### src/rtl/cfg_lut_array_pkg.sv
// Shared sizing helpers, field offsets and FSM state type for the
// runtime-programmable LUT array.
package cfg_lut_array_pkg;

  localparam int unsigned DEF_NUM_LUTS = 16;
  localparam int unsigned DEF_LUT_K    = 4;
  localparam int unsigned DEF_NUM_IN   = 4;

  typedef enum logic [1:0] {
    IDLE   = 2'd0,
    LOAD   = 2'd1,
    COMMIT = 2'd2
  } cfg_state_e;

  function automatic int unsigned sel_width(input int unsigned num_in);
    return (num_in > 32'd1) ? $clog2(num_in) : 32'd1;
  endfunction

  function automatic int unsigned tt_width(input int unsigned k);
    return 32'd1 << k;
  endfunction

  // Offset of select field j inside one LUT config word
  function automatic int unsigned sel_offset(input int unsigned k, input int unsigned sel_w,
                                             input int unsigned j);
    return tt_width(k) + j * sel_w;
  endfunction

  function automatic int unsigned reg_en_offset(input int unsigned k, input int unsigned sel_w);
    return tt_width(k) + k * sel_w;
  endfunction

  function automatic int unsigned lut_cfg_width(input int unsigned k, input int unsigned sel_w);
    return reg_en_offset(k, sel_w) + 32'd1;
  endfunction

  function automatic int unsigned total_width(input int unsigned num_luts,
                                              input int unsigned cfg_w);
    return num_luts * cfg_w;
  endfunction

  function automatic int unsigned cnt_width(input int unsigned total_w);
    return $clog2(total_w + 32'd1);
  endfunction

  localparam int unsigned LUT_CFG_W = lut_cfg_width(DEF_LUT_K, sel_width(DEF_NUM_IN));
  localparam int unsigned TOTAL_W   = total_width(DEF_NUM_LUTS, LUT_CFG_W);
  localparam int unsigned CNT_W     = cnt_width(TOTAL_W);

endpackage

### src/rtl/cfg_lut_array_cell.sv
// One K-input LUT: routing muxes, truth-table lookup and optional output flop.
module cfg_lut_cell
  import cfg_lut_array_pkg::*;
#(
  parameter int unsigned LUT_K  = 4,
  parameter int unsigned NUM_IN = 4,
  parameter int unsigned SEL_W  = 2
) (
  input  logic                                   clk,
  input  logic                                   rst_n,
  input  logic [NUM_IN-1:0]                      fpga_in,
  input  logic [lut_cfg_width(LUT_K, SEL_W)-1:0] cfg,
  output logic                                   lut_out_c
);

  localparam int unsigned TT_W   = tt_width(LUT_K);
  localparam int unsigned REG_OF = reg_en_offset(LUT_K, SEL_W);

  logic [TT_W-1:0]  tt;
  logic [SEL_W-1:0] sel;
  logic [LUT_K-1:0] idx;
  logic             lut_val;
  logic             lut_q;
  logic             reg_en;

  assign tt     = cfg[TT_W-1:0];
  assign reg_en = cfg[REG_OF];

  // Out-of-range selects tie the LUT input low
  always_comb begin
    idx     = '0;
    sel     = '0;
    for (int unsigned j = 0; j < LUT_K; j++) begin
      sel = cfg[sel_offset(LUT_K, SEL_W, j) +: SEL_W];
      if (32'(sel) < NUM_IN) idx[j] = fpga_in[sel];
    end
    lut_val = tt[idx];
  end

  always_ff @(posedge clk) begin
    if (!rst_n) lut_q <= 1'b0;
    else        lut_q <= lut_val;
  end

  assign lut_out_c = reg_en ? lut_q : lut_val;

endmodule

### src/rtl/cfg_lut_array.sv
// Runtime-programmable LUT array: serial config load into a shadow register,
// atomic commit to the active config that drives the LUT cells.
module cfg_lut_array
  import cfg_lut_array_pkg::*;
#(
  parameter int unsigned NUM_LUTS = DEF_NUM_LUTS,
  parameter int unsigned LUT_K    = DEF_LUT_K,
  parameter int unsigned NUM_IN   = DEF_NUM_IN
) (
  input  logic                clk,
  input  logic                rst_n,
  input  logic [NUM_IN-1:0]   fpga_in,
  output logic [NUM_LUTS-1:0] fpga_out,
  input  logic                cfg_start,
  input  logic                cfg_abort,
  input  logic                cfg_valid,
  input  logic                cfg_din,
  output logic                cfg_ready,
  output logic                cfg_done,
  output logic                cfg_busy
);

  localparam int unsigned SEL_W  = sel_width(NUM_IN);
  localparam int unsigned CELL_W = lut_cfg_width(LUT_K, SEL_W);
  localparam int unsigned STRM_W = total_width(NUM_LUTS, CELL_W);
  localparam int unsigned COUNT_W = cnt_width(STRM_W);

  cfg_state_e         state_q, state_d;
  logic [COUNT_W-1:0] cnt_q;
  logic [STRM_W-1:0]  shadow_q;
  logic [STRM_W-1:0]  active_q;
  logic               ready_q, busy_q, done_q;
  logic               accept_c, last_c, shift_en, cnt_clr, commit_en;

  // Next-state and datapath enables; abort outranks a coincident final bit
  always_comb begin
    state_d   = state_q;
    shift_en  = 1'b0;
    cnt_clr   = 1'b0;
    commit_en = 1'b0;
    accept_c  = cfg_valid && (state_q == LOAD);
    last_c    = (cnt_q == COUNT_W'(STRM_W - 1));
    case (state_q)
      IDLE: begin
        if (cfg_start) begin
          state_d = LOAD;
          cnt_clr = 1'b1;
        end
      end
      LOAD: begin
        if (cfg_abort) begin
          state_d = IDLE;
        end else if (accept_c) begin
          shift_en = 1'b1;
          if (last_c) state_d = COMMIT;
        end
      end
      COMMIT: begin
        commit_en = 1'b1;
        state_d   = IDLE;
      end
      default: state_d = IDLE;
    endcase
  end

  always_ff @(posedge clk) begin
    if (!rst_n) begin
      state_q <= IDLE;
      ready_q <= 1'b0;
      busy_q  <= 1'b0;
      done_q  <= 1'b0;
    end else begin
      state_q <= state_d;
      ready_q <= (state_d == LOAD);
      busy_q  <= (state_d != IDLE);
      done_q  <= (state_d == COMMIT);
    end
  end

  // Shadow shifts right with new bits entering at the MSB
  always_ff @(posedge clk) begin
    if (!rst_n) begin
      cnt_q    <= '0;
      shadow_q <= '0;
      active_q <= '0;
    end else begin
      if (cnt_clr)       cnt_q <= '0;
      else if (shift_en) cnt_q <= cnt_q + COUNT_W'(1);
      if (shift_en)  shadow_q <= {cfg_din, shadow_q[STRM_W-1:1]};
      if (commit_en) active_q <= shadow_q;
    end
  end

  assign cfg_ready = ready_q;
  assign cfg_busy  = busy_q;
  assign cfg_done  = done_q;

  for (genvar i = 0; i < NUM_LUTS; i++) begin : g_cell
    cfg_lut_cell #(
      .LUT_K (LUT_K),
      .NUM_IN(NUM_IN),
      .SEL_W (SEL_W)
    ) u_cell (
      .clk      (clk),
      .rst_n    (rst_n),
      .fpga_in  (fpga_in),
      .cfg      (active_q[i*CELL_W +: CELL_W]),
      .lut_out_c(fpga_out[i])
    );
  end

endmodule

### config.mk
export PLATFORM = sky130hd
export DESIGN_NAME = cfg_lut_array
export DESIGN_NICKNAME = d
export VERILOG_FILES = /design/src/rtl/cfg_lut_array_pkg.sv /design/src/rtl/cfg_lut_array_cell.sv /design/src/rtl/cfg_lut_array.sv
export SDC_FILE = /design/constraint.sdc
export NUM_CORES = 2
export LEC_CHECK = 0
export BUFFER_PORTS_ARGS = -buffer_cell sky130_fd_sc_hd__clkbuf_2
export CAP_MARGIN = 20
export CORE_ASPECT_RATIO = 0.75
export CORE_MARGIN = 2
export CORE_UTILIZATION = 35
export DETAILED_ROUTE_END_ITERATION = 10
export GPL_TIMING_DRIVEN = 1
export MAX_ROUTING_LAYER = met4
export PLACE_DENSITY_LB_ADDON = 0.08
export SYNTH_ARGS = -nofsm -noshare
export SYNTH_HDL_FRONTEND = slang
export SYNTH_SLANG_ARGS = --single-unit
### constraint.sdc
create_clock -name clk -period 4.4 [get_ports clk]
set_input_delay 0 -clock clk [delete_from_list [all_inputs] [get_ports clk]]
set_output_delay 0 -clock clk [all_outputs]
set_load 0.005 [all_outputs]
=== Word level (Yosys, flattened, before mapping) ===
Index checks and enable logic that the tools add are counted.

* Register bits: 830
* Input bits: 10
* Output and inout port bits: 19
* Logic and storage cells: 301

* Add/subtract/negate cells: 1
* Order comparisons: 80
* Equal/unequal tests: 5
* Mux-type cells: 187
* Bitwise gates (word level): 1
* Reduce and logical (&&, ||, !) cells: 4

{| class="wikitable"
|+ Operators by type and width
! cell !! number
|-
| $lt 2x3->1 const B || 64
|-
| $bmux 1 s2 || 64
|-
| $mux 1 || 102
|-
| $lt 4x5->1 const B || 16
|-
| $bmux 1 s4 || 16
|-
| $add 9x1->9 const B || 1
|-
| $eq 9x9->1 const B || 1
|-
| $mux 2 || 4
|-
| $eq 2x1->1 const B || 2
|-
| $eq 2x2->1 const B || 2
|-
| $pmux 2 s2 || 1
|-
| $logic_not 2->1 || 1
|-
| $reduce_bool 2->1 || 1
|-
| $reduce_or 2->1 || 1
|-
| $logic_and 1x1->1 || 1
|-
| $not 1->1 || 1
|}

=== Logic depth before layout (Yosys ltp) ===
* Depth after elaboration: 6
* Depth in mapped cells: 9

=== Hierarchy ===
From an unflattened synthesis, not the netlist that was laid out.

* Cells, all modules: 3,970
* Area, all modules: 34,673.3 um^2

{| class="wikitable"
|+ Modules (own cells, without submodules)
! module !! times used !! cells an instance !! area each (um^2)
|-
| cfg_lut_array || 1 || 3,538 || 30,028.8
|-
| cfg_lut_cell || 16 || 27 || 290.3
|}

=== Least setup slack after synthesis ===
Ideal clock, no wire load.

* Kind: reg-to-output
* Start: register active_q[141]
* End: output fpga_out[5]
* Arrival: 1,789 ps
* Required time: 4,400 ps
* Slack: 2,611 ps
* Cell stages (with the launch flop): 8
* Path buffers: 2
* Cell sequence: dfxtp_1 mux4_2 buf_2 mux2i_1 a221oi_1 o21ai_1 a31oi_1 buf_4

* Cells in the longest elaborated chain, start to end: 5

{| class="wikitable"
|+ RTL lines
! element !! RTL line !! source
|-
| start: declaration || cfg_lut_array.sv:31 || <nowiki>logic [STRM_W-1:0] active_q;</nowiki>
|-
| start signal: assignment || cfg_lut_array.sv:90 || <nowiki>if (commit_en) active_q <= shadow_q;</nowiki>
|-
| $bmux 1 s2 || cfg_lut_array_cell.sv:35 || <nowiki>if (32'(sel) < NUM_IN) idx[j] = fpga_in[sel];</nowiki>
|-
| $mux 1 (not written as such) || cfg_lut_array_cell.sv:35 ||
|-
| $bmux 1 s4 || cfg_lut_array_cell.sv:37 || <nowiki>lut_val = tt[idx];</nowiki>
|-
| $mux 1 (not written as such) || cfg_lut_array_cell.sv:37 ||
|-
| $mux 1 || cfg_lut_array_cell.sv:45 || <nowiki>assign lut_out_c = reg_en ? lut_q : lut_val;</nowiki>
|-
| end: declaration || cfg_lut_array.sv:13 || <nowiki>output logic [NUM_LUTS-1:0] fpga_out,</nowiki>
|}

Every way passes these cells. The select of a mux whose other input is x is not followed.

=== Worst setup path after layout ===
* Start: input fpga_in[2]
* End: output fpga_out[11]

* Cells in the longest elaborated chain, start to end: 5

{| class="wikitable"
|+ RTL lines
! element !! RTL line !! source
|-
| start: declaration || cfg_lut_array.sv:12 || <nowiki>input logic [NUM_IN-1:0] fpga_in,</nowiki>
|-
| $bmux 1 s2 || cfg_lut_array_cell.sv:35 ||
|-
| $mux 1 (not written as such) || cfg_lut_array_cell.sv:35 ||
|-
| $bmux 1 s4 * || cfg_lut_array_cell.sv:37 ||
|-
| $mux 1 (not written as such) * || cfg_lut_array_cell.sv:37 ||
|-
| $mux 1 * || cfg_lut_array_cell.sv:45 ||
|}

Every way passes the cells marked *; elsewhere a longest branch is shown, timed or not. The select of a mux whose other input is x is not followed.

==> flow_metrics.tcl <==
set metrics [dict create \
    grt_overflow 0 \
    fin_crit_ps 2810 \
    synth_top_area_share_pct 48.1 \
    start_util_pct 35.4 \
    track_usage_pct 15.8 \
    finalSetupTns_ps 0 \
    synth-edff-count 0 \
    drc 0 \
    ios 29 \
    clockRootBuffer "clkbuf_16" \
    cts_inserted_buffers 87 \
    io_buffers 28 \
    startpoint_type "input pin" \
    layout.nets 3862 \
    grt_pass1_vias 24300 \
    drt_iter0_markers 1487 \
    synth_top_cell_by_area "dfxtp_1" \
    crit_type "in2out" \
    fp.dieW_um 367 \
    drv_slew 0 \
    cts_tree "yes" \
    max_freq_mhz 355 \
    critPathLaunch "fpga_in[2]" \
    slew_headroom_pct 31.8 \
    critPathRequiredTime_ps 4400 \
    regArea_um2 16600 \
    syn_avg_cell_area_um2 8.59 \
    gp_congestion 0.716 \
    syn-num-nets 4033 \
    synth_area_leaders "dfxtp_1 48%, nand2_1 18%, a21boi_0 17%" \
    antenna_found_initial 1 \
    finalCritPeriodShare_pct 63.9 \
    wirelength_um 78300 \
    core_area_um2 97500 \
    rsz0062_at_grt "no" \
    tightestPinTransition_ps 1020 \
    reg2reg_slack_ps 1660 \
    finalSetupViolations 0 \
    arrival_ps 2810 \
    drv_cap 0 \
    ys_seq_area_share_pct 48.1 \
    clockBufferDepth 3 \
    cts_max_level 3 \
    final_layout_size_suffix_gt1_share_pct 7.42 \
    drt-pass1-iter-count 5 \
    cp-end-kind "output pin" \
    ant_nets 0 \
    r2r_cells 5 \
    die-area_um2 101000 \
    worstReg2RegStart "state_q[0]$_SDFF_PN0_" \
    status "complete, no violations" \
    hold_buffers 9 \
    multiInputGateArea_um2 16400 \
    avgViaCountPerCell 4.77 \
    crit_end "fpga_out[11]" \
    cts_setup_buffers 0 \
    synth_warnings 0 \
    finalHoldViolCount 0 \
    diodes 0 \
    cts_resized 0 \
    ir_worst_vdd_uv 254 \
    vias 25000 \
    cts.sinks 830 \
    grt_start_max_net_pins 179 \
    pwr_density_cell_nw_per_um2 412 \
    synth_area_um2 34500 \
    fin_worst_skew_ps 13.2 \
    power.leakage_nw 12.3 \
    wl_per_cell_um 15.0 \
    synth_cell_type_count 40 \
    syn_inst 4022 \
    ys_ff_latch 830 \
    grt_pass1_wl_um 132000 \
    ys_async_sr_fraction_pct 0 \
    num_rows 99 \
    insertion_delay_ps 660 \
    synth_ff_type "dfxtp_1" \
    hp-class "in2reg" \
    cp_max_fo 37 \
    final_util_pct 39.5 \
    dp_hpwl_um 42900 \
    dieHeight_um 276 \
    cts.clk_slew.worst_paths_ps 60 \
    r2r_end "shadow_q[399]$_SDFFE_PN0P_" \
    area_growth_pct 11.6 \
    fillers 10000 \
]
-- cell usage after synthesis, drive strengths merged, types with 5 or more instances --
library cell,n
dfxtp,830
xor2,5
o21ai,27
and2,15
a21oi,6
mux2i,156
inv,31
a31oi,17
a22oi,10
nand3,7
nor2,30
buf,97
nor2b,20
a221oi,24
a21boi,816
clkbuf,234
nand2,1613
mux4,63
-- cell families (layout without fill, tap and decap cells) --
kind of cell,Yosys count,in the layout,share of synthesized area (%)
AO/OA/AOI/OAI,903,903,19.5
adder cells (fa/ha/maj),1,1,0.0362
flip-flops,830,830,48.1
AND/OR/NAND/NOR,1700,1700,19.0
XOR/XNOR,6,6,0.152
buffers and inverters,362,260,4.61
multiplexers,220,220,8.66
-- worst max-delay path, cell delays in order --
cell      delay, ps
clkbuf_2        550
buf_4           500
mux4_2          660
mux2i_1         180
a221oi_1        280
o21ai_1         120
a31oi_1         320
clkbuf_2        180
-- cell usage in the layout (no fill, tap or decap), drive strengths merged, types with 27 or more instances in the layout --
master,instances
buf,36
dfxtp,830
clkbuf,155
mux4,63
nor2,30
nand2,1613
inv,34
mux2i,156
a21boi,816
o21ai,27
-- layout make-up --
cell class	instances	share of cell area [%]
sequential	830	43.1
multi-input combinational	2830	42.5
clock buffer	129	6.90
tap	1313	4.26
timing repair buffer	71	2.00
clock inverter	29	0.941
inverter	31	0.302
-- per-layer routing --
layer  GRT usage [%]  up-vias  part of all wire (%)
met3            2.77      105                   2.7
met5               -        -                     0
met2            23.1      177                    41
met4            3.47        0                   1.8
li1                -    12900                     -
met1            22.8    11800                    54
-- report_power, final --
part | switching [W] | internal [W]
combinational | 0.000336 | 0.000236
sequential | 0.00000587 | 0.00752
clock | 0.00314 | 0.00465
total | 0.00349 | 0.0124
-- registers in the layout, summed over array words and instances (netlist names) --
name                 flops
cfg_done                 1
shadow_q               400
active_q               400
state_q                  2
g_cell.u_cell.lut_q     16
cfg_busy                 1
cnt_q                    9
cfg_ready                1
-- worst min path at each step --
| stage | start | endpoint | cells after the start |
|---|---|---|---|
| final | cfg_abort | cfg_ready$_SDFF_PN0_ | 4 |
| after floorplan | cfg_din | shadow_q[399]$_SDFFE_PN0P_ | 2 |
| after CTS | cfg_abort | cfg_ready$_SDFF_PN0_ | 4 |
| after global routing | cfg_abort | cfg_ready$_SDFF_PN0_ | 4 |
| after detailed placement | cfg_din | shadow_q[399]$_SDFFE_PN0P_ | 3 |
| after global placement | cfg_din | shadow_q[399]$_SDFFE_PN0P_ | 3 |
-- metrics by stage --
step                area (µm²)  cells  hold WS [ps]  power (W)  worst slack (ps)
floorplan                34500   4022           145    0.00814              2610
global placement         35400   5066           328    0.00828              1570
detailed placement       35400   5066           342    0.00828              1540
CTS                      38500   5233           250     0.0162              1470
global route             38500   5233           308     0.0165              1390
finish                   38500   5233           294     0.0159              1590
No activity file was read; power rests on OpenSTA's default activity.
